`src/rtl/mips_isa_pkg.sv`:
```
// rtl/mips_isa_pkg.sv - shared MIPS opcode, op_sel and encoder FSM encodings
package mips_isa_pkg;

    // Primary opcode field values, shared with the control decoder
    localparam logic [5:0] R_TYPE      = 6'h00;
    localparam logic [5:0] I_TYPE_ADDI = 6'h08;
    localparam logic [5:0] I_TYPE_LUI  = 6'h0F;
    localparam logic [5:0] I_TYPE_ORI  = 6'h0D;
    localparam logic [5:0] I_TYPE_ANDI = 6'h0C;

    // Loader op_sel encodings; 5..7 are illegal and encode as NOP
    localparam logic [2:0] OP_SEL_R_TYPE = 3'd0;
    localparam logic [2:0] OP_SEL_ADDI   = 3'd1;
    localparam logic [2:0] OP_SEL_LUI    = 3'd2;
    localparam logic [2:0] OP_SEL_ORI    = 3'd3;
    localparam logic [2:0] OP_SEL_ANDI   = 3'd4;

    typedef enum logic [1:0] {
        ST_IDLE = 2'd0,
        ST_LOAD = 2'd1,
        ST_DONE = 2'd2
    } enc_state_e;

endpackage

```
`src/rtl/mips_instr_pack.sv`:
```
// rtl/mips_instr_pack.sv - combinational field-to-instruction-word packer
module mips_instr_pack
    import mips_isa_pkg::*;
(
    input  logic [2:0]  op_sel,
    input  logic [4:0]  rs,
    input  logic [4:0]  rt,
    input  logic [4:0]  rd,
    input  logic [4:0]  shamt,
    input  logic [5:0]  funct,
    input  logic [15:0] imm,
    output logic [31:0] word,
    output logic        illegal
);

    // Select the field layout for the op class; unknown classes become a NOP
    always_comb begin
        word    = 32'h0000_0000;
        illegal = 1'b0;
        case (op_sel)
            OP_SEL_R_TYPE: word = {R_TYPE, rs, rt, rd, shamt, funct};
            OP_SEL_ADDI:   word = {I_TYPE_ADDI, rs, rt, imm};
            OP_SEL_LUI:    word = {I_TYPE_LUI, 5'd0, rt, imm};
            OP_SEL_ORI:    word = {I_TYPE_ORI, rs, rt, imm};
            OP_SEL_ANDI:   word = {I_TYPE_ANDI, rs, rt, imm};
            default:       illegal = 1'b1;
        endcase
    end

endmodule

```
`src/rtl/mips_instr_encoder.sv`:
```
// rtl/mips_instr_encoder.sv - streams encoded MIPS words into instruction memory
module mips_instr_encoder
    import mips_isa_pkg::*;
#(
    parameter int ADDR_W    = 32,
    parameter int ADDR_STEP = 4
) (
    input  logic              clk,
    input  logic              reset,
    input  logic              start_i,
    input  logic [ADDR_W-1:0] base_addr_i,
    input  logic [ADDR_W-1:0] count_i,
    input  logic              req_valid_i,
    output logic              req_ready_o,
    input  logic [2:0]        op_sel_i,
    input  logic [4:0]        rs_i,
    input  logic [4:0]        rt_i,
    input  logic [4:0]        rd_i,
    input  logic [4:0]        shamt_i,
    input  logic [5:0]        funct_i,
    input  logic [15:0]       imm_i,
    output logic              mem_we_o,
    output logic [ADDR_W-1:0] mem_addr_o,
    output logic [31:0]       mem_wdata_o,
    input  logic              mem_ready_i,
    output logic              busy_o,
    output logic              done_o,
    output logic              err_o
);

    enc_state_e        state;
    logic [ADDR_W-1:0] next_addr;
    logic [ADDR_W-1:0] remaining;
    logic [31:0]       pack_word;
    logic              pack_illegal;
    logic              accept;
    logic              retire;

    mips_instr_pack u_pack (
        .op_sel  (op_sel_i),
        .rs      (rs_i),
        .rt      (rt_i),
        .rd      (rd_i),
        .shamt   (shamt_i),
        .funct   (funct_i),
        .imm     (imm_i),
        .word    (pack_word),
        .illegal (pack_illegal)
    );

    // The holding register can take a new word when empty or draining this cycle
    assign req_ready_o = (state == ST_LOAD) && (remaining != '0) &&
                         (!mem_we_o || mem_ready_i);
    assign accept      = req_valid_i && req_ready_o;
    assign retire      = mem_we_o && mem_ready_i;

    // Session FSM with registered status outputs
    always_ff @(posedge clk or negedge reset) begin
        if (!reset) begin
            state  <= ST_IDLE;
            busy_o <= 1'b0;
            done_o <= 1'b0;
            err_o  <= 1'b0;
        end else begin
            case (state)
                ST_IDLE: begin
                    if (start_i) begin
                        err_o  <= 1'b0;
                        busy_o <= 1'b1;
                        if (count_i != '0) begin
                            state <= ST_LOAD;
                        end else begin
                            state  <= ST_DONE;
                            done_o <= 1'b1;
                        end
                    end
                end
                ST_LOAD: begin
                    if (accept && pack_illegal) begin
                        err_o <= 1'b1;
                    end
                    // With nothing left to accept, the word being retired is the last one
                    if (retire && (remaining == '0)) begin
                        state  <= ST_DONE;
                        done_o <= 1'b1;
                    end
                end
                ST_DONE: begin
                    state  <= ST_IDLE;
                    busy_o <= 1'b0;
                    done_o <= 1'b0;
                end
                default: state <= ST_IDLE;
            endcase
        end
    end

    // Address/remaining counters and the single-entry output holding register
    always_ff @(posedge clk or negedge reset) begin
        if (!reset) begin
            mem_we_o    <= 1'b0;
            mem_addr_o  <= '0;
            mem_wdata_o <= 32'h0000_0000;
            next_addr   <= '0;
            remaining   <= '0;
        end else begin
            if ((state == ST_IDLE) && start_i) begin
                next_addr <= base_addr_i;
                remaining <= count_i;
            end
            if (accept) begin
                mem_we_o    <= 1'b1;
                mem_addr_o  <= next_addr;
                mem_wdata_o <= pack_word;
                next_addr   <= next_addr + ADDR_W'(ADDR_STEP);
                remaining   <= remaining - ADDR_W'(1);
            end else if (retire) begin
                mem_we_o <= 1'b0;
            end
        end
    end

endmodule

```
`config.mk`:
```
export PLATFORM = sky130hd
export DESIGN_NAME = mips_instr_encoder
export DESIGN_NICKNAME = d
export VERILOG_FILES = /design/src/rtl/mips_isa_pkg.sv /design/src/rtl/mips_instr_pack.sv /design/src/rtl/mips_instr_encoder.sv
export SDC_FILE = /design/constraint.sdc
export NUM_CORES = 1
export LEC_CHECK = 0
export ABC_AREA = 1
export ABC_CLOCK_PERIOD_IN_PS = 1900
export CAP_MARGIN = 30
export CORE_MARGIN = 4
export CORE_UTILIZATION = 30
export CTS_CLUSTER_DIAMETER = 50
export CTS_CLUSTER_SIZE = 24
export DETAILED_ROUTE_END_ITERATION = 6
export PLACE_DENSITY = 0.61
export SLEW_MARGIN = 5
export SYNTH_ARGS = -nofsm -noshare
export SYNTH_HDL_FRONTEND = slang
export SYNTH_SLANG_ARGS = --single-unit
export TNS_END_PERCENT = 20
```
`constraint.sdc`:
```
create_clock -name clk -period 1.9 [get_ports clk]
set_input_delay 0.38 -clock clk [delete_from_list [all_inputs] [get_ports clk]]
set_output_delay 0.38 -clock clk [all_outputs]
set_load 0.01 [all_outputs]
```
Word-level counts from Yosys, hierarchy flattened. Index checks and enable logic that the tools add are counted.

Logic and storage cells: 66. Output and inout port bits: 69. Register bits after elaboration: 134. Input bits: 114.

Equality and inequality tests: 10. Multiplexer cells: 21. Add/subtract/negate cells: 2. Reductions and logical operators: 24.

Operators with widths (count): 30-bit case mux with 5 select lines (1); 32-bit two-way mux (4); 32-bit nonzero test (2); 32-bit by 3-bit adder with 32-bit output (second input constant) (1); 32-bit logical NOT (1); 32-bit by 1-bit subtractor with 32-bit output (second input constant) (1); 1-bit two-way mux (9); 2-bit nonzero test (4); 1-bit logical AND (7); 3-bit by 2-bit == test with 1-bit output (second input constant) (2); 2-bit two-way mux (3); 5-bit OR reduction (1); 2-bit by 1-bit inequality test with 1-bit output (second input constant) (2); 2-bit inequality test (second input constant) (2); 1-bit case mux with 2 select lines (2); 2-bit case mux with 2 select lines (1); 2-bit AND reduction (2); 4-bit AND reduction (1); 3-bit by 1-bit == test with 1-bit output (second input constant) (1); 3-bit == test (second input constant) (1); 3-bit logical NOT (1); 1-bit case mux with 3 select lines (1); 3-bit AND reduction (1); 3-bit nonzero test (1); 5 further kinds (5).

Depth between registers and ports, before layout. Gate-level depths: netlist of the first run.

Depth after elaboration: 7. Mapped depth: 12. Depth with buffers taken out: 11.

Modules after synthesis. Synthesis of the first run repeated with hierarchy kept, for this count alone.

Cells, all modules: 1211. Area total of the unflattened synthesis: 8114.0 um2.

By module, submodules not included: mips_instr_encoder (sequential area each 3353.2 um2, area each 7567.3 um2, times used 1, cells an instance 1087); mips_instr_pack (sequential area each 0.0 um2, area each 546.8 um2, times used 1, cells an instance 124).

Worst setup path after synthesis of the first run. OpenSTA, ideal clock, no wires.

Path type: register -> output. Start: register remaining[0]. End: output port req_ready_o. Path buffers: 1. Cell stages (with the launch flop): 9. Data required time: 1.520 ns. Arrival time: 1.292 ns. Setup slack: 0.228 ns. Path through: dfrtp_1 inv_1 ha_1 nand2_1 nor2_1 nand3_1 nor2_2 nor2_4 buf_2.

Word-level cells in the longest chain between the ends: 3.

Ends and longest elaborated chain: from (decl) (RTL line mips_instr_encoder.sv:33) `logic [ADDR_W-1:0] remaining;`; from (signal assigned) (RTL line mips_instr_encoder.sv:109) `remaining <= count_i;`; from (signal assigned) (RTL line mips_instr_encoder.sv:116) `remaining <= remaining - ADDR_W'(1);`; 32-bit nonzero test (RTL line mips_instr_encoder.sv:52) `assign req_ready_o = (state == ST_LOAD) && (remaining != '0) &&`; 1-bit logical AND (2 in series) (RTL line mips_instr_encoder.sv:52); to (decl) (RTL line mips_instr_encoder.sv:14) `output logic req_ready_o,`.

Every way passes these cells.

Worst setup path after layout of the first run.
Start: register remaining[24]. End: output port req_ready_o.

Same word-level chain as after synthesis.

==> metrics.csv, run 1 <==
metric;value;unit
status;complete, but fails checks;
violations;setup timing;
grt_overflow;0;
antenna_cells;0;
arrival;1.69;ns
end_kind;output pin;
crit_fanout;2;
yosys.area.top_type;dfrtp_1;
whs_path_depth;5;
final_area;11300;um2
fin_cells;1699;
netlist.area_leader.share;0.427;
drtIter0Drc;543;
port_buffers;180;
drive_gt1_frac;0.135;
cts.reportedPaths.clkPinSlew;0.06;ns
fin_util;0.447;
fin_skew;0.0105;ns
hold_viol;0;
row_count;58;
cts_buffer_depth;2;
pre_cts_slack;-0.212;ns
cts_tree;yes;
cap_violations;0;
finalSetupViolCount;1;
wire_per_inst;15.3;um
ios;183;
syn2layout_area_growth;45.7;%
yosysUniqueCellTypes;29;
power_density;1480;nW/um2
grt_pass1_vias;7899;
clock-root-buffer;clkbuf_16;
finalCritPeriodShare;1.09;
synth_area;7740;um2
antenna_found_initial;1;
required;1.52;ns
fin_setup_tns;-0.173;ns
critPathKind;reg -> out;
seq_area_frac_synth;0.427;
rsz0062_at_grt;true;
grt_max_degree;65;
clkLatencyLatePin;0.42;ns
final_net_count;1474;
placed_area;10500;um2
cts_buffers;17;
hpwl;19.3;mm
avgSynthCellArea;7.06;um2
hold_path_class;in -> reg;
dr.pass1.iters;5;
cts.sinks;132;
drc;0;
dp_cells;1651;
fp.coreArea;25300;um2
worst_slack;-0.173;ns
p_leak;5.19;nW
die_h;169;um
num_vias;8145;
peakVddDrop;0.607;mV
initial_utilization;0.306;
routed_via_density;4.79;
slew_viol_final;0;
async_reset_ff_frac;1.00;
htreeDepth;4;
design.die.area;28400;um2
fmax;482;MHz
worst_slew_pin_slew;0.697;ns
synthTopCellsByArea;dfrtp_1, nand2_1, nand3_1, nor2_1, inv_1;
synth_edf_count;0;
routabilityCongestion;0.906;
slew_headroom;0.530;
synth_ff_type;dfrtp_1;
die_w;169;um
ys_warn_count;0;
grt_pass1_wl;41.1;mm
netlist_instances;1097;
track_usage;0.178;
reg2reg_depth;10;
antenna_left;0;
wirelength;25.9;mm
cp-start-kind;flip-flop;
ys_ff_latch;132;
period_minus_slack;2.07;ns
n_fill_cell;2585;
final timing paths:
kind                                              from                     endpoint  slack (ns)
max                          remaining[24]$_DFFE_PN0P_                  req_ready_o       -0.17
min                                        req_valid_i    mem_addr_o[2]$_DFFE_PN0N_        0.45
max reg2reg                   remaining[0]$_DFFE_PN0P_    next_addr[13]$_DFFE_PN0P_        0.01
min reg2reg                mem_wdata_o[28]$_DFFE_PN0N_  mem_wdata_o[28]$_DFFE_PN0N_        0.48
max in group asynchronous                        reset    remaining[19]$_DFFE_PN0P_        0.82
min in group asynchronous                        reset  mem_wdata_o[20]$_DFFE_PN0N_        0.47
per-stage QoR:
| step | hold WS, ns | power [mW] |
|---|---|---|
| 6_report | 0.449 | 16.6 |
| 3_3_place_gp | 0.345 | 12.9 |
| 4_1_cts | 0.439 | 16.5 |
| 5_1_grt | 0.479 | 18.0 |
| 3_5_place_dp | 0.336 | 13.0 |
| 2_1_floorplan | 0.0844 | 9.18 |
timing repair:
item	CTS	global route
pin swaps	8	11
hold endpoints to repair	42	0
hold buffers	1	0
setup buffers	10	6
endpoints found under the setup margin	42	80
cloned	0	0
gates resized for setup	10	36
Yosys cell counts, types with 2 or more instances:
library cell  number
inv_2              2
o21ai_1            8
nand2_1          350
buf_2             10
o21ai_0           46
nand4_1            8
xnor2_1           13
nor2_1           131
nand2_2            2
clkbuf_1          14
buf_6             11
nand3b_1           2
a211oi_1           9
a22oi_1            7
nor3_1             3
buf_1              7
nand3_1          208
ha_1               3
a21oi_1           19
inv_1             76
xor2_1            20
dfrtp_1          132
buf_4              5
nor2_2             4
nor2_4             3
worst max-delay path, cell delays in order (launching register included):
cell and delay [ns]:
dfrtp_1 0.39, nor2_2 0.15, nand2_1 0.10, nor2_2 0.15, nand3_2 0.12, nor2_4 0.16, nor2_4 0.08, buf_6 0.13
cell type report:
class,instances,area (um2),share of cell area
inverters,78,293,0.0260
multi-input cells,840,3950,0.350
clock buffers,18,439,0.0389
well taps,330,413,0.0366
flip-flops and latches,132,3300,0.293
clock inverters,13,135,0.0120
repair buffers,288,2750,0.243
cell families (layout without fill, tap and decap cells):
kind of cell,Yosys count,in the layout,synth area share
AOI/OAI and AO/OA,90,90,0.0637
and+or+nand+nor,712,712,0.390
adders and majority gates,3,3,0.00485
DFF,132,132,0.427
xor gates and xnor gates,33,33,0.0373
other,1,2,0.000485
buffers and inverters,126,397,0.0773
metal layers:
metal  wire, um  GRT usage
met5         13          0
met4        298     0.0381
met3       1890     0.0448
met2      12400      0.299
met1      11400      0.234
cell usage in the layout (no fill, tap or decap), types with 2 or more instances in the layout:
cell | netlist | final
xor2_1 | 20 | 20
buf_4 | 5 | 97
nor2_1 | 131 | 114
dfrtp_1 | 132 | 132
xnor2_1 | 13 | 13
o21ai_1 | 8 | 13
clkbuf_16 | 0 | 17
clkinv_2 | 0 | 4
nor2_2 | 4 | 18
nand2_2 | 2 | 10
nand3_1 | 208 | 206
a211oi_1 | 9 | 9
nor2_4 | 3 | 6
clkdlybuf4s50_1 | 0 | 177
nand3b_1 | 2 | 2
ha_1 | 3 | 2
nand2_1 | 350 | 341
o21ai_0 | 46 | 41
inv_2 | 2 | 5
nand3_2 | 0 | 2
inv_1 | 76 | 73
clkinvlp_4 | 0 | 5
bufinv_16 | 0 | 2
conb_1 | 1 | 2
a21oi_1 | 19 | 19
nand4_1 | 8 | 8
nor3_1 | 3 | 3
buf_6 | 11 | 2
a22oi_1 | 7 | 7
buf_12 | 0 | 9
power breakdown:
| part | switching [mW] | leakage [nW] | total, mW | internal [mW] |
|---|---|---|---|---|
| clock network | 1.28 | 0.270 | 3.23 | 1.95 |
| logic | 4.44 | 3.25 | 8.41 | 3.96 |
| registers | 0.935 | 1.67 | 5.01 | 4.07 |
| total | 6.66 | 5.19 | 16.6 | 9.99 |
state kept, by name, indices dropped and copies added (netlist names):
name         flops
state            2
busy_o           1
next_addr       32
mem_we_o         1
mem_wdata_o     30
remaining       32
err_o            1
mem_addr_o      32
done_o           1
(Power assumes the default switching activity.)
==> run 2, diff against run 1 <==
--- a/config.mk
+++ b/config.mk
@@ -10,7 +10,7 @@
 export CAP_MARGIN = 30
 export CORE_MARGIN = 4
 export CORE_UTILIZATION = 30
-export CTS_CLUSTER_DIAMETER = 50
+export CTS_CLUSTER_DIAMETER = 40
 export CTS_CLUSTER_SIZE = 24
 export DETAILED_ROUTE_END_ITERATION = 6
 export PLACE_DENSITY = 0.61
==> results of run 2 <==
The final DEF is identical to that of run 1; final timing and power are the same.
